===== src/rtl/ram_arbiter_if.sv =====
// Requester and RAM-side signal bundle for ram_arbiter.
// slave = arbiter view, master = requesters plus RAM model view.
interface ram_arbiter_if #(
   parameter int ADDR_W = 16,
   parameter int DATA_W = 16
);
   logic              r0_req;
   logic              r1_req;
   logic              r0_we;
   logic              r1_we;
   logic              r0_lock;
   logic              r1_lock;
   logic [ADDR_W-1:0] r0_addr;
   logic [ADDR_W-1:0] r1_addr;
   logic [DATA_W-1:0] r0_wdata;
   logic [DATA_W-1:0] r1_wdata;
   logic              r0_gnt;
   logic              r1_gnt;
   logic              r0_rvalid;
   logic              r1_rvalid;
   logic [DATA_W-1:0] r0_rdata;
   logic [DATA_W-1:0] r1_rdata;
   logic              ram_en;
   logic              ram_we;
   logic [ADDR_W-1:0] ram_addr;
   logic [DATA_W-1:0] ram_wdata;
   logic [DATA_W-1:0] ram_rdata;

   modport slave (
      input  r0_req, r1_req, r0_we, r1_we, r0_lock, r1_lock,
      input  r0_addr, r1_addr, r0_wdata, r1_wdata, ram_rdata,
      output r0_gnt, r1_gnt, r0_rvalid, r1_rvalid, r0_rdata, r1_rdata,
      output ram_en, ram_we, ram_addr, ram_wdata
   );

   modport master (
      output r0_req, r1_req, r0_we, r1_we, r0_lock, r1_lock,
      output r0_addr, r1_addr, r0_wdata, r1_wdata, ram_rdata,
      input  r0_gnt, r1_gnt, r0_rvalid, r1_rvalid, r0_rdata, r1_rdata,
      input  ram_en, ram_we, ram_addr, ram_wdata
   );
endinterface


===== src/rtl/ram_arbiter.sv =====
// Two-requester arbiter for the single-port data RAM with lock and lock timeout.
// RAM_ARB_RR_EN selects round-robin IDLE arbitration; default is fixed priority (requester 0 first).
module ram_arbiter #(
   parameter int ADDR_W   = 16,
   parameter int DATA_W   = 16,
   parameter int MAX_LOCK = 8
) (
   input  logic          clk,
   input  logic          sync_rst,
   input  logic          clk_en,
   ram_arbiter_if.slave  bus
);
   localparam int CNT_W = $clog2(MAX_LOCK) + 1;
   localparam logic [CNT_W-1:0] CNT_ZERO = CNT_W'(0);
   localparam logic [CNT_W-1:0] CNT_ONE  = CNT_W'(1);
   localparam logic [CNT_W-1:0] CNT_LAST = CNT_W'(MAX_LOCK - 1);

   typedef enum logic [1:0] {
      ST_IDLE  = 2'd0,
      ST_LOCK0 = 2'd1,
      ST_LOCK1 = 2'd2
   } state_e;

   state_e            state_q, state_d;
   logic              last_q, last_d;
   logic [CNT_W-1:0]  cnt_q, cnt_d;
   logic              yield_q, yield_d;
   logic              yield_id_q, yield_id_d;
   logic              rvalid0_q, rvalid0_d;
   logic              rvalid1_q, rvalid1_d;

   logic              active_s;
   logic              cand0_s, cand1_s;
   logic              win0_s, win1_s;
   logic              gnt0_s, gnt1_s;
   logic              ram_en_s, ram_we_s;
   logic [ADDR_W-1:0] ram_addr_s;
   logic [DATA_W-1:0] ram_wdata_s;

   // Grant decision: IDLE arbitration with yield exclusion, or owner-only while locked
   always_comb begin
      active_s = clk_en & ~sync_rst;
      cand0_s  = bus.r0_req & ~(yield_q & ~yield_id_q);
      cand1_s  = bus.r1_req & ~(yield_q & yield_id_q);
`ifdef RAM_ARB_RR_EN
      win0_s   = cand0_s & (~cand1_s | last_q);
`else
      win0_s   = cand0_s;
`endif
      win1_s   = cand1_s & ~win0_s;
      gnt0_s   = 1'b0;
      gnt1_s   = 1'b0;
      case (state_q)
         ST_IDLE: begin
            gnt0_s = active_s & win0_s;
            gnt1_s = active_s & win1_s;
         end
         ST_LOCK0: gnt0_s = active_s & bus.r0_req;
         ST_LOCK1: gnt1_s = active_s & bus.r1_req;
         default: begin
            gnt0_s = 1'b0;
            gnt1_s = 1'b0;
         end
      endcase
   end

   // RAM command mux; idle cycles drive an all-zero command
   always_comb begin
      ram_en_s    = gnt0_s | gnt1_s;
      ram_we_s    = 1'b0;
      ram_addr_s  = '0;
      ram_wdata_s = '0;
      if (gnt0_s) begin
         ram_we_s    = bus.r0_we;
         ram_addr_s  = bus.r0_addr;
         ram_wdata_s = bus.r0_wdata;
      end else if (gnt1_s) begin
         ram_we_s    = bus.r1_we;
         ram_addr_s  = bus.r1_addr;
         ram_wdata_s = bus.r1_wdata;
      end else begin
         ram_we_s    = 1'b0;
      end
   end

   // Next-state logic; with clk_en low every register holds
   always_comb begin
      state_d    = state_q;
      last_d     = last_q;
      cnt_d      = cnt_q;
      yield_d    = yield_q;
      yield_id_d = yield_id_q;
      rvalid0_d  = rvalid0_q;
      rvalid1_d  = rvalid1_q;
      if (clk_en) begin
         rvalid0_d = gnt0_s & ~bus.r0_we;
         rvalid1_d = gnt1_s & ~bus.r1_we;
         if (gnt0_s) begin
            last_d = 1'b0;
         end else if (gnt1_s) begin
            last_d = 1'b1;
         end else begin
            last_d = last_q;
         end
         case (state_q)
            ST_IDLE: begin
               yield_d = 1'b0;
               if (gnt0_s & bus.r0_lock) begin
                  state_d = ST_LOCK0;
                  cnt_d   = CNT_ONE;
               end else if (gnt1_s & bus.r1_lock) begin
                  state_d = ST_LOCK1;
                  cnt_d   = CNT_ONE;
               end else begin
                  state_d = ST_IDLE;
               end
            end
            ST_LOCK0: begin
               cnt_d = cnt_q + CNT_ONE;
               if (cnt_q == CNT_LAST) begin
                  state_d    = ST_IDLE;
                  cnt_d      = CNT_ZERO;
                  yield_d    = 1'b1;
                  yield_id_d = 1'b0;
               end else if (!bus.r0_lock) begin
                  state_d = ST_IDLE;
                  cnt_d   = CNT_ZERO;
               end else begin
                  state_d = ST_LOCK0;
               end
            end
            ST_LOCK1: begin
               cnt_d = cnt_q + CNT_ONE;
               if (cnt_q == CNT_LAST) begin
                  state_d    = ST_IDLE;
                  cnt_d      = CNT_ZERO;
                  yield_d    = 1'b1;
                  yield_id_d = 1'b1;
               end else if (!bus.r1_lock) begin
                  state_d = ST_IDLE;
                  cnt_d   = CNT_ZERO;
               end else begin
                  state_d = ST_LOCK1;
               end
            end
            default: begin
               state_d = ST_IDLE;
               cnt_d   = CNT_ZERO;
            end
         endcase
      end else begin
         state_d = state_q;
      end
   end

   // State registers; reset wins over clk_en
   always_ff @(posedge clk) begin
      if (sync_rst) begin
         state_q    <= ST_IDLE;
         last_q     <= 1'b1;
         cnt_q      <= CNT_ZERO;
         yield_q    <= 1'b0;
         yield_id_q <= 1'b0;
         rvalid0_q  <= 1'b0;
         rvalid1_q  <= 1'b0;
      end else begin
         state_q    <= state_d;
         last_q     <= last_d;
         cnt_q      <= cnt_d;
         yield_q    <= yield_d;
         yield_id_q <= yield_id_d;
         rvalid0_q  <= rvalid0_d;
         rvalid1_q  <= rvalid1_d;
      end
   end

   assign bus.r0_gnt    = gnt0_s;
   assign bus.r1_gnt    = gnt1_s;
   assign bus.r0_rvalid = rvalid0_q;
   assign bus.r1_rvalid = rvalid1_q;
   assign bus.r0_rdata  = bus.ram_rdata;
   assign bus.r1_rdata  = bus.ram_rdata;
   assign bus.ram_en    = ram_en_s;
   assign bus.ram_we    = ram_we_s;
   assign bus.ram_addr  = ram_addr_s;
   assign bus.ram_wdata = ram_wdata_s;
endmodule


===== src/flat_wrapper.sv =====
// flat-port wrapper written by rule: the top's interface ports become plain ports
module ram_arbiter_flat 
#(
   parameter int ADDR_W   = 16,
   parameter int DATA_W   = 16,
   parameter int MAX_LOCK = 8
)
  (clk, sync_rst, clk_en, bus_r0_req, bus_r1_req, bus_r0_we, bus_r1_we, bus_r0_lock, bus_r1_lock, bus_r0_addr, bus_r1_addr, bus_r0_wdata, bus_r1_wdata, bus_ram_rdata, bus_r0_gnt, bus_r1_gnt, bus_r0_rvalid, bus_r1_rvalid, bus_r0_rdata, bus_r1_rdata, bus_ram_en, bus_ram_we, bus_ram_addr, bus_ram_wdata);
  ram_arbiter_if #(.ADDR_W(ADDR_W), .DATA_W(DATA_W)) bus_i ();
  input  logic clk;
  input  logic sync_rst;
  input  logic clk_en;
  input wire logic [$bits(bus_i.r0_req)-1:0] bus_r0_req;
  input wire logic [$bits(bus_i.r1_req)-1:0] bus_r1_req;
  input wire logic [$bits(bus_i.r0_we)-1:0] bus_r0_we;
  input wire logic [$bits(bus_i.r1_we)-1:0] bus_r1_we;
  input wire logic [$bits(bus_i.r0_lock)-1:0] bus_r0_lock;
  input wire logic [$bits(bus_i.r1_lock)-1:0] bus_r1_lock;
  input wire logic [$bits(bus_i.r0_addr)-1:0] bus_r0_addr;
  input wire logic [$bits(bus_i.r1_addr)-1:0] bus_r1_addr;
  input wire logic [$bits(bus_i.r0_wdata)-1:0] bus_r0_wdata;
  input wire logic [$bits(bus_i.r1_wdata)-1:0] bus_r1_wdata;
  input wire logic [$bits(bus_i.ram_rdata)-1:0] bus_ram_rdata;
  output wire logic [$bits(bus_i.r0_gnt)-1:0] bus_r0_gnt;
  output wire logic [$bits(bus_i.r1_gnt)-1:0] bus_r1_gnt;
  output wire logic [$bits(bus_i.r0_rvalid)-1:0] bus_r0_rvalid;
  output wire logic [$bits(bus_i.r1_rvalid)-1:0] bus_r1_rvalid;
  output wire logic [$bits(bus_i.r0_rdata)-1:0] bus_r0_rdata;
  output wire logic [$bits(bus_i.r1_rdata)-1:0] bus_r1_rdata;
  output wire logic [$bits(bus_i.ram_en)-1:0] bus_ram_en;
  output wire logic [$bits(bus_i.ram_we)-1:0] bus_ram_we;
  output wire logic [$bits(bus_i.ram_addr)-1:0] bus_ram_addr;
  output wire logic [$bits(bus_i.ram_wdata)-1:0] bus_ram_wdata;
  assign bus_i.r0_req = bus_r0_req;
  assign bus_i.r1_req = bus_r1_req;
  assign bus_i.r0_we = bus_r0_we;
  assign bus_i.r1_we = bus_r1_we;
  assign bus_i.r0_lock = bus_r0_lock;
  assign bus_i.r1_lock = bus_r1_lock;
  assign bus_i.r0_addr = bus_r0_addr;
  assign bus_i.r1_addr = bus_r1_addr;
  assign bus_i.r0_wdata = bus_r0_wdata;
  assign bus_i.r1_wdata = bus_r1_wdata;
  assign bus_i.ram_rdata = bus_ram_rdata;
  assign bus_r0_gnt = bus_i.r0_gnt;
  assign bus_r1_gnt = bus_i.r1_gnt;
  assign bus_r0_rvalid = bus_i.r0_rvalid;
  assign bus_r1_rvalid = bus_i.r1_rvalid;
  assign bus_r0_rdata = bus_i.r0_rdata;
  assign bus_r1_rdata = bus_i.r1_rdata;
  assign bus_ram_en = bus_i.ram_en;
  assign bus_ram_we = bus_i.ram_we;
  assign bus_ram_addr = bus_i.ram_addr;
  assign bus_ram_wdata = bus_i.ram_wdata;
  ram_arbiter #(.ADDR_W(ADDR_W), .DATA_W(DATA_W), .MAX_LOCK(MAX_LOCK)) u_core (.clk(clk), .sync_rst(sync_rst), .clk_en(clk_en), .bus(bus_i));
endmodule

===== config.mk =====
export PLATFORM = sky130hd
export DESIGN_NAME = ram_arbiter_flat
export DESIGN_NICKNAME = d
export VERILOG_FILES = /design/src/rtl/ram_arbiter_if.sv /design/src/rtl/ram_arbiter.sv /design/src/flat_wrapper.sv
export SDC_FILE = /design/constraint.sdc
export NUM_CORES = 1
export LEC_CHECK = 0
export ABC_AREA = 1
export CAP_MARGIN = 0
export CELL_PAD_IN_SITES_DETAIL_PLACEMENT = 0
export CELL_PAD_IN_SITES_GLOBAL_PLACEMENT = 1
export CORE_ASPECT_RATIO = 0.7
export CORE_MARGIN = 2
export CORE_UTILIZATION = 16
export DETAILED_ROUTE_END_ITERATION = 7
export PLACE_DENSITY_LB_ADDON = 0.1
export RECOVER_POWER = 25
export SLEW_MARGIN = 0
export SYNTH_ARGS = -nofsm -noshare
export SYNTH_HDL_FRONTEND = slang
export SYNTH_SLANG_ARGS = --single-unit
export TNS_END_PERCENT = 30

===== constraint.sdc =====
create_clock -name clk -period 2.55 [get_ports clk]
set_clock_uncertainty 0.1 [all_clocks]
set_input_delay 0.6375 -clock clk [delete_from_list [all_inputs] [get_ports clk]]
set_output_delay 0.6375 -clock clk [all_outputs]
set_load 0.005 [all_outputs]

==> impl_results.md <==
- Outcome: finished clean
- Post-layout minimum cycle time: between 2 and 2.5 ns
- GRT Overall Usage: 0.119
- Vias in the first global route: ~1.8k
- Syn Inst Count: between 200 and 250
- Post-synth ARST share: 0
- Final core utilization: 0.328
- Pre-CTS setup slack: -0.676 ns
- # clock sinks: 10
- Skew-Pair Late Insertion Delay: approximately 0.24 ns
- Drt wl/cell: 12.3 µm
- Post-cts hold buffer count: 0
- Initial detailed-routing violation count: 52
- Synth top area cells: nand2_1, buf_4, dfxtp_1
- Yosys cell types: 25
- Gp weighted congestion: roughly 0.75
- Slowest cell delay on critical path: approximately 0.13 ns
- Maximum capacitance violations: 0
- Crit share post-route: 0.964
- Gr ovfl total: 0
- Via Count: about 1.8k
- Prevailing post-synth register cell: dfxtp_1
- Final wirelength: ~6 mm
- Final setup vio count: 0
- Chip Width: about 120 µm
- Area Overhead vs Synth: 97.7%
- Fin. max-slew vios: 0
- Worst-margin pin slew: 0.230 ns
- Most common cell after layout, fill and taps aside: nand2_1
- Post-route DRC: 0
- Largest net degree at the start of global routing: 18
- Sequential share of the synthesized area: 0.141
- Htree depth: 1
- Num rows: 28
- CTS tree: yes
- Initial antenna violation count: 0
- Core area: roughly 8500 µm²
- Clock transition at path regs: approximately 0.040 ns
- Post-route ant nets: 0
- Die area: a little under 10,000 µm²
- Synth area leader: nand2_1
- Nets: roughly 450
- Critical path class: input pin to primary output
- PD cells: around 270 nW/µm²
- Port buffer count: 110
- Leak: 1.36 nW
- I/O pins: between 150 and 200
- Final Power: 0.772 mW
- Syn avg cell area: between 5 and 6 µm²
- RSZ-0062 raised after global routing: false
- Crit-path cells: buf_4 -> clkinv_4 -> nand2_4 -> nor2_4 -> nand2_4 -> inv_4 -> buf_12 -> buf_4 -> buf_8 -> nand2_1 -> o21ai_0 -> buf_2
- Crit path required time: between 1.5 and 2 ns
- Final Hold Fails: 0
- Clock root cell: clkbuf_16
- FILL cells: around 960
- Crit path DAT: ~1.7 ns
- Worst-case clock buffer depth: 2
- Die H: roughly 83 µm
- CTS Buf Count: 3
- Antenna fix cells: 0
- Hold Path Class: flop to flop
- Slew margin rel.: 0.846
- Max Freq: about 410 MHz
- Worst setup EP type: primary output
- Crit path max-delay family: buffers and inverters
- Critical path peak fanout: 6
- Seq. cell area: 203 µm²
- First-pass GRT wire length: between 9 and 10 mm
- CP Launch Type: input pin
- Number of flops mapped to enable cells by yosys: 0
- Pre-Repair DR Iteration Count: 4
- Avg Vias per Cell: 3.86
- Multi-input logic area: between 900 and 1000 µm²
- DP Wirelength: 4.46 mm
- Flops & latches, synth: 10
- Synth warn: 0
- Worst setup margin: between 0.09 and 0.1 ns
- CP max stage cell: buf_2
- Worst IR drop on VDD: between 0.2 and 0.25 mV
- Top cell type's share of synthesized area: 0.246
- Fraction of layout cells with a size suffix above 1: 0.339
- WP buf/inv: 7
- Starting density of the core: 0.166
- Mapped Nets: 339
- Mapped cell area: 1420 µm²
- Most frequent cells in the layout: nand2_1, clkdlybuf4s50_1, buf_2, buf_4, o21ai_1
- Reg-to-reg setup timing slack: 0.87 ns
-- synth_stat cells (3+ instances only) --
master	number
clkbuf_1	3
nor2_1	5
nand3_1	7
inv_1	16
buf_2	3
dfxtp_1	10
o21ai_1	3
o21ai_0	33
buf_4	36
a21oi_1	11
nand2_4	4
ha_1	5
nand2_1	93
-- layer usage --
metal / global-route usage / part of all wire
met5: 0 / 0
met4: 0.0139 / 0
met3: 0.0336 / 0.075
met2: 0.186 / 0.45
met1: 0.168 / 0.47
-- timing repair --
action | in CTS | in global routing
cloned | 5 | 0
buffers inserted | 10 | 2
pin swaps | 5 | 7
endpoints found under the setup margin | 36 | 34
resized for setup | 198 | 17
-- registers in the layout, summed over array words and instances, names as in the netlist --
signal / count
u_core.bus.r1_rvalid: 1
u_core.cnt_q: 4
u_core.yield_id_q: 1
u_core.bus.r0_rvalid: 1
u_core.state_q: 2
u_core.yield_q: 1
-- worst paths after layout --
kind / from / endpoint / cells after the start
hold / removal: u_core.bus.r0_rvalid / u_core.bus.r0_rvalid / 2
setup reg to reg: u_core.state_q[0] / u_core.bus.r1_rvalid / 10
hold reg to reg: u_core.bus.r0_rvalid / u_core.bus.r0_rvalid / 2
setup / recovery: sync_rst / bus_ram_wdata[10] / 12
-- cell families after synthesis --
kind of cell	after synthesis	share of synthesized area
DFF	10	0.141
AOI/OAI and AO/OA	50	0.181
xor gates and xnor gates	1	0.00617
buffers and inverters	62	0.270
and+or+nand+nor	117	0.357
adders and majority gates	5	0.0441
-- where the power goes --
| group | total [mW] | leakage (nW) | internal, mW | switching [mW] |
|---|---|---|---|---|
| registers | 0.162 | 0.0818 | 0.160 | 0.00245 |
| clock network | 0.322 | 0.0442 | 0.237 | 0.0848 |
| logic | 0.288 | 1.24 | 0.182 | 0.106 |
-- layout make-up --
cell class | count | share of cell area
repair buffers | 151 | 0.492
multi-input cells | 173 | 0.323
flip-flops and latches | 10 | 0.0722
well taps | 120 | 0.0535
clock buffers | 4 | 0.0316
inverters | 19 | 0.0281
-- metrics by stage --
step | hold slack [ns] | area (µm²) | std cells | setup TNS (ns)
floorplan | 0.354 | 1420 | 245 | 0
global placement | 0.357 | 2580 | 456 | -22.29
detailed placement | 0.362 | 2580 | 456 | -22.29
CTS | 0.369 | 2770 | 475 | 0
global route | 0.387 | 2810 | 477 | 0
finish | 0.370 | 2810 | 477 | 0
-- worst min-delay path, cell delays in order, from the launching register on --
cell and delay (ns):
dfxtp_1 0.31, nand2_1 0.06, a21oi_1 0.06
No activity file was read; power rests on OpenSTA's default activity.
